## src/rtl/imm_encoder.sv

```systemverilog
// imm_encoder: two-stage pipelined RISC-V immediate encoder (inverse of the
// immediate extractor). It scatters a 32-bit immediate into instruction
// bits [31:7]. Non-immediate bits come from a template.
// Optional feature macro: IMM_ENC_SELFCHECK_EN enables a round-trip
// decode check that drives the sticky o_mismatch flag.
module imm_encoder #(
  parameter int CNT_W = 8
) (
  input  logic             i_clk,
  input  logic             i_rst_n,
  input  logic             i_valid,
  output logic             o_ready,
  input  logic [1:0]       i_imm_ctl,
  input  logic [31:0]      i_imm,
  input  logic [24:0]      i_template,
  output logic             o_valid,
  input  logic             i_ready,
  output logic [24:0]      o_instr_bits,
  output logic [1:0]       o_err,
  output logic [CNT_W-1:0] o_err_cnt,
  output logic             o_mismatch
);

  localparam logic [1:0]       FMT_I   = 2'b00;
  localparam logic [1:0]       FMT_S   = 2'b01;
  localparam logic [1:0]       FMT_B   = 2'b10;
  localparam logic [1:0]       FMT_J   = 2'b11;
  localparam logic [CNT_W-1:0] CNT_MAX = {CNT_W{1'b1}};
  localparam logic [CNT_W-1:0] CNT_ONE = {{(CNT_W-1){1'b0}}, 1'b1};

  // Immediate does not sign-fit the selected format.
  function automatic logic range_err(input logic [1:0] ctl, input logic [31:0] imm);
    logic r;
    case (ctl)
      FMT_I, FMT_S: r = !((&imm[31:11]) || (~|imm[31:11]));
      FMT_B:        r = !((&imm[31:12]) || (~|imm[31:12]));
      FMT_J:        r = !((&imm[31:20]) || (~|imm[31:20]));
      default:      r = 1'b0;
    endcase
    return r;
  endfunction

  // Branch and jump offsets must be halfword aligned.
  function automatic logic align_err(input logic [1:0] ctl, input logic [31:0] imm);
    return ctl[1] & imm[0];
  endfunction

  // Scatter the immediate into bits [31:7]; untouched fields keep the template.
  function automatic logic [24:0] pack_imm(input logic [1:0] ctl, input logic [31:0] imm,
                                           input logic [24:0] tmpl);
    logic [24:0] b;
    case (ctl)
      FMT_I:   b = {imm[11:0], tmpl[12:0]};
      FMT_S:   b = {imm[11:5], tmpl[17:5], imm[4:0]};
      FMT_B:   b = {imm[12], imm[10:5], tmpl[17:5], imm[4:1], imm[11]};
      FMT_J:   b = {imm[20], imm[10:1], imm[11], imm[19:12], tmpl[4:0]};
      default: b = tmpl;
    endcase
    return b;
  endfunction

`ifdef IMM_ENC_SELFCHECK_EN
  // Standard extraction: rebuild the sign-extended immediate from bits [31:7].
  function automatic logic [31:0] unpack_imm(input logic [1:0] ctl, input logic [24:0] b);
    logic [31:0] v;
    case (ctl)
      FMT_I:   v = {{20{b[24]}}, b[24:13]};
      FMT_S:   v = {{20{b[24]}}, b[24:18], b[4:0]};
      FMT_B:   v = {{19{b[24]}}, b[24], b[0], b[23:18], b[4:1], 1'b0};
      FMT_J:   v = {{11{b[24]}}, b[24], b[12:5], b[13], b[23:14], 1'b0};
      default: v = 32'h0000_0000;
    endcase
    return v;
  endfunction
`endif

  logic             s1_valid_q, s1_valid_d;
  logic [1:0]       s1_ctl_q,   s1_ctl_d;
  logic [31:0]      s1_imm_q,   s1_imm_d;
  logic [24:0]      s1_tmpl_q,  s1_tmpl_d;
  logic [1:0]       s1_err_q,   s1_err_d;
  logic             s2_valid_q, s2_valid_d;
  logic [24:0]      s2_bits_q,  s2_bits_d;
  logic [1:0]       s2_err_q,   s2_err_d;
  logic [CNT_W-1:0] cnt_q,      cnt_d;
  logic             mis_q,      mis_d;
`ifdef IMM_ENC_SELFCHECK_EN
  logic [1:0]       s2_ctl_q,   s2_ctl_d;
  logic [31:0]      s2_imm_q,   s2_imm_d;
`endif
  logic             s2_adv_s;
  logic             in_fire_s;
  logic             out_fire_s;

  // Handshakes: o_ready looks through S2 so a full pipe keeps streaming.
  always_comb begin
    s2_adv_s   = !s2_valid_q || i_ready;
    o_ready    = !s1_valid_q || s2_adv_s;
    in_fire_s  = i_valid && o_ready;
    out_fire_s = s2_valid_q && i_ready;
  end

  // Next-state for both stages, the error counter and the mismatch flag.
  always_comb begin
    s1_valid_d = s1_valid_q;
    s1_ctl_d   = s1_ctl_q;
    s1_imm_d   = s1_imm_q;
    s1_tmpl_d  = s1_tmpl_q;
    s1_err_d   = s1_err_q;
    s2_valid_d = s2_valid_q;
    s2_bits_d  = s2_bits_q;
    s2_err_d   = s2_err_q;
    cnt_d      = cnt_q;
    mis_d      = mis_q;
`ifdef IMM_ENC_SELFCHECK_EN
    s2_ctl_d   = s2_ctl_q;
    s2_imm_d   = s2_imm_q;
`endif
    if (o_ready) begin
      s1_valid_d = i_valid;
    end else begin
      s1_valid_d = s1_valid_q;
    end
    if (in_fire_s) begin
      s1_ctl_d  = i_imm_ctl;
      s1_imm_d  = i_imm;
      s1_tmpl_d = i_template;
      s1_err_d  = {range_err(i_imm_ctl, i_imm), align_err(i_imm_ctl, i_imm)};
    end else begin
      s1_ctl_d  = s1_ctl_q;
    end
    if (s2_adv_s) begin
      s2_valid_d = s1_valid_q;
    end else begin
      s2_valid_d = s2_valid_q;
    end
    if (s2_adv_s && s1_valid_q) begin
      s2_bits_d = pack_imm(s1_ctl_q, s1_imm_q, s1_tmpl_q);
      s2_err_d  = s1_err_q;
`ifdef IMM_ENC_SELFCHECK_EN
      s2_ctl_d  = s1_ctl_q;
      s2_imm_d  = s1_imm_q;
`endif
    end else begin
      s2_bits_d = s2_bits_q;
    end
    if (out_fire_s && (s2_err_q != 2'b00) && (cnt_q != CNT_MAX)) begin
      cnt_d = cnt_q + CNT_ONE;
    end else begin
      cnt_d = cnt_q;
    end
`ifdef IMM_ENC_SELFCHECK_EN
    if (out_fire_s && (s2_err_q == 2'b00) && (unpack_imm(s2_ctl_q, s2_bits_q) != s2_imm_q)) begin
      mis_d = 1'b1;
    end else begin
      mis_d = mis_q;
    end
`else
    mis_d = 1'b0;
`endif
  end

  // State registers; reset empties the pipe and clears the status outputs.
  always_ff @(posedge i_clk or negedge i_rst_n) begin
    if (!i_rst_n) begin
      s1_valid_q <= 1'b0;
      s1_ctl_q   <= 2'b00;
      s1_imm_q   <= 32'h0000_0000;
      s1_tmpl_q  <= 25'h000_0000;
      s1_err_q   <= 2'b00;
      s2_valid_q <= 1'b0;
      s2_bits_q  <= 25'h000_0000;
      s2_err_q   <= 2'b00;
      cnt_q      <= {CNT_W{1'b0}};
      mis_q      <= 1'b0;
`ifdef IMM_ENC_SELFCHECK_EN
      s2_ctl_q   <= 2'b00;
      s2_imm_q   <= 32'h0000_0000;
`endif
    end else begin
      s1_valid_q <= s1_valid_d;
      s1_ctl_q   <= s1_ctl_d;
      s1_imm_q   <= s1_imm_d;
      s1_tmpl_q  <= s1_tmpl_d;
      s1_err_q   <= s1_err_d;
      s2_valid_q <= s2_valid_d;
      s2_bits_q  <= s2_bits_d;
      s2_err_q   <= s2_err_d;
      cnt_q      <= cnt_d;
      mis_q      <= mis_d;
`ifdef IMM_ENC_SELFCHECK_EN
      s2_ctl_q   <= s2_ctl_d;
      s2_imm_q   <= s2_imm_d;
`endif
    end
  end

  assign o_valid      = s2_valid_q;
  assign o_instr_bits = s2_bits_q;
  assign o_err        = s2_err_q;
  assign o_err_cnt    = cnt_q;
  assign o_mismatch   = mis_q;

endmodule

```

## config.mk

```make
export PLATFORM = sky130hd
export DESIGN_NAME = imm_encoder
export DESIGN_NICKNAME = d
export VERILOG_FILES = /design/src/rtl/imm_encoder.sv
export SDC_FILE = /design/constraint.sdc
export NUM_CORES = 1
export LEC_CHECK = 0
export ABC_AREA = 1
export BUFFER_PORTS_ARGS = -buffer_cell sky130_fd_sc_hd__buf_2
export CORE_MARGIN = 2
export CORE_UTILIZATION = 38
export CTS_BUF_LIST = sky130_fd_sc_hd__clkbuf_16
export DETAILED_ROUTE_END_ITERATION = 6
export GPL_TIMING_DRIVEN = 0
export PLACE_DENSITY = 0.66
export SLEW_MARGIN = 25
export SYNTH_ARGS = -nofsm -noshare
export SYNTH_HDL_FRONTEND = slang
export SYNTH_SLANG_ARGS = --single-unit
export TNS_END_PERCENT = 100
```

## constraint.sdc

```tcl
create_clock -name i_clk -period 2.2 [get_ports i_clk]
set_input_delay 0.33 -clock i_clk [delete_from_list [all_inputs] [get_ports i_clk]]
set_output_delay 0.33 -clock i_clk [all_outputs]
set_load 0.01 [all_outputs]
```

==> flow_summary.yaml <==
status:
  status: "completed"
critical_path:
  required_ns: 2.41
  startpoint_type: "flop"
  crit_path_end_kind: "flop"
  crit_top_cell: "o21ai_0"
  cpLargestDelayFamily: "flip-flops"
  crit_arrival_ns: 1.76
  path_class: "reg2reg"
  cp_max_fo: 10
  slowest_delay_ns: 0.44
  cp_slowest_cell: "dfrtp_1"
  crit_buf_inv: 2
  path_cells: "nand2_2 -> inv_1 -> nor2_4 -> inv_2 -> o21ai_0 -> o21ai_0"
detailed_routing:
  first_iter_violations: 148
  ant_nets: 0
  wire_per_inst_um: 13.3
  post-route-drc-count: 0
  routed_via_density: 4.84
  wirelength_mm: 8.72
  drt_first_pass_iters: 4
  via_count: 3183
timing:
  finalCritPeriodShare: 0.702
  relSlewSlack: 0.666
  final_max_slew_viol_count: 0
  min_period_ns: 1.54
  setup_tns_ns: 0
  hold_ws_ns: 0.195
  tightest_slew_ns: 0.500
  setup_viol: 0
  final.setup_skew_ns: 0.00817
  rsz0062_at_grt: "no"
  max_freq_mhz: 647
  hold_violations: 0
  setup_ws_ns: 0.656
power_and_ir_drop:
  pwr_density_cell_nw_per_um2: 1020
  power_mw: 4.52
  peakVddDrop_mv: 0.330
  leakagePower_nw: 2.36
clock_tree:
  ctsHtreeMaxLevel: 3
  root_buffer: "clkbuf_16"
  cts_resized: 0
  path_clk_slew_ns: 0.06
  tritoncts: "built"
  cts_setup_buffers: 0
  cts_buffer_depth: 2
  clk_latency_ns: 0.33
  cts-buffers-inserted: 9
  clock_sinks: 80
  postCtsHoldBufs: 1
die:
  fp.dieArea_um2: 10100
  fp.coreArea_um2: 9150
  ios: 101
  dieWidth_um: 101
  row_count: 35
  start_util: 0.387
  die_h_um: 101
cells_and_area:
  n_antenna_cell: 0
  nets: 606
  fin_cells: 657
  fin_util: 0.486
  design_area_um2: 4450
  drive_gt1_frac: 0.231
  area_delta_synth_final_pct: 25.6
global_routing:
  antenna_found_initial: 0
  grt_remaining_overflow: 0
  track_usage: 0.185
  grt_pass1_wl_mm: 14.8
  grt_pass1_vias: 3218
  grt_start_max_net_pins: 44
yosys:
  syn_nets: 501
  ys_types: 27
  syn_area_um2: 3540
  yosys_register_bits: 80
  avgSynthCellArea_um2: 8.11
  netlist_instances: 437
  yosysSeqAreaShare: 0.565
  synth_top_area_share: 0.565
  synth.top_cells.by_area: "dfrtp_1 57%, nand2_1 20%, nor2_1 5.1%, o21ai_0 3.8%, a21oi_1 2.5%"
  synth_warnings: 0
  synth.largest_area_cell: "dfrtp_1"
placement:
  dpl.cell_count: 641
  gp_congestion: 0.848
  dp_hpwl_mm: 6.35
  pre_cts_slack_ns: 0.645
  numPortBuffers: 92
  place_area_um2: 4160
worst_hold_path:
  hold_path_class: "in2reg"
flow_run:
  drv_cap: 0
[sequential cells by signal, summed over array words and instances (netlist names)]
register and cells:
o_err_cnt 8, s1_imm_q 21, s1_valid_q 1, s1_tmpl_q 18, s1_err_q 2, o_valid 1, s1_ctl_q 2, o_instr_bits 25
o_err 2
[cell families after synthesis]
logic type | Yosys count | share of synthesized area
AO/OA/AOI/OAI | 53 | 0.0788
XOR/XNOR | 6 | 0.0148
adder cells (fa/ha/maj) | 1 | 0.00353
buffers and inverters | 40 | 0.0487
flip-flops | 80 | 0.565
other | 1 | 0.00106
AND/OR/NAND/NOR | 256 | 0.288
[worst register-to-register path, cell delays in order (launching register included)]
cell and delay (ns):
dfrtp_1 0.44, nand2_2 0.19, inv_1 0.11, nor2_4 0.25, inv_2 0.15, o21ai_0 0.19
o21ai_0 0.10
[final timing paths]
| check | start | endpoint | slack [ns] | depth (start not counted) |
|---|---|---|---|---|
| max in group asynchronous | i_rst_n | s1_tmpl_q[8]$_DFFE_PN0P_ | 1.08 | 3 |
| max | s1_ctl_q[1]$_DFFE_PN0P_ | o_instr_bits[15]$_DFFE_PN0P_ | 0.66 | 6 |
| max reg2reg | s1_ctl_q[1]$_DFFE_PN0P_ | o_instr_bits[15]$_DFFE_PN0P_ | 0.66 | 6 |
| min | i_template[6] | s1_tmpl_q[6]$_DFFE_PN0P_ | 0.19 | 3 |
| min in group asynchronous | i_rst_n | o_instr_bits[2]$_DFFE_PN0P_ | 0.51 | 2 |
| min reg2reg | s1_err_q[1]$_DFFE_PN0P_ | o_err[1]$_DFFE_PN0P_ | 0.47 | 2 |
[report_power, final]
group / total, mW / leakage (nW) / internal (mW) / switching [mW]
clock: 1.41 / 0.138 / 0.856 / 0.551
combinational: 1.08 / 1.25 / 0.425 / 0.655
sequential: 2.03 / 0.973 / 1.81 / 0.221
[metal layers]
metal | global-route usage | wire, µm | vias up
met5 | 0 | 0 | -
met4 | 0.0685 | 133 | 0
met3 | 0.0374 | 481 | 11
met2 | 0.307 | 4180 | 97
met1 | 0.240 | 3930 | 1490
li1 | - | - | 1585
[Yosys cell counts]
| cell | number |
|---|---|
| o211a_1 | 1 |
| o21ai_1 | 1 |
| o211ai_1 | 1 |
| o22ai_1 | 1 |
| clkbuf_1 | 3 |
| buf_4 | 2 |
| nor2_4 | 1 |
| nor2_1 | 48 |
| nand2_2 | 2 |
| dfrtp_1 | 80 |
| o21ai_0 | 27 |
| nand3_2 | 1 |
| inv_2 | 2 |
| nor3_2 | 1 |
| nand4_1 | 5 |
| buf_2 | 10 |
| nand2_1 | 186 |
| ha_1 | 1 |
| nand2_4 | 1 |
| a21oi_1 | 18 |
| xor2_1 | 5 |
| xnor2_1 | 1 |
| inv_1 | 22 |
| inv_4 | 1 |
| nand3_1 | 11 |
| a31oi_1 | 4 |
| conb_1 | 1 |
[area by class of cell]
| cell class | instances | area (µm²) |
|---|---|---|
| clock buffers | 9 | 225 |
| repair buffers | 94 | 493 |
| plain buffers | 15 | 76.3 |
| multi-input cells | 317 | 1370 |
| flip-flops and latches | 80 | 2000 |
| inverters | 25 | 96.3 |
| well taps | 111 | 139 |
| clock inverters | 6 | 51.3 |
| fillers | 916 | 4700 |
[cell usage in the layout, fill, tap and decap left out, drive strengths merged]
cell and n:
inv 25, o21ai 28, a31oi 4, clkbuf 12, nand2 189, dlygate4sd3 1, clkinv 5, conb 1
nand4 5, dfrtp 80, nand3 12, xnor2 1, o211ai 1, o22ai 1, bufinv 1, nor3 1
ha 1, xor2 5, buf 105, o211a 1, a21oi 18, nor2 49
Power figures use the tool's default switching activity.
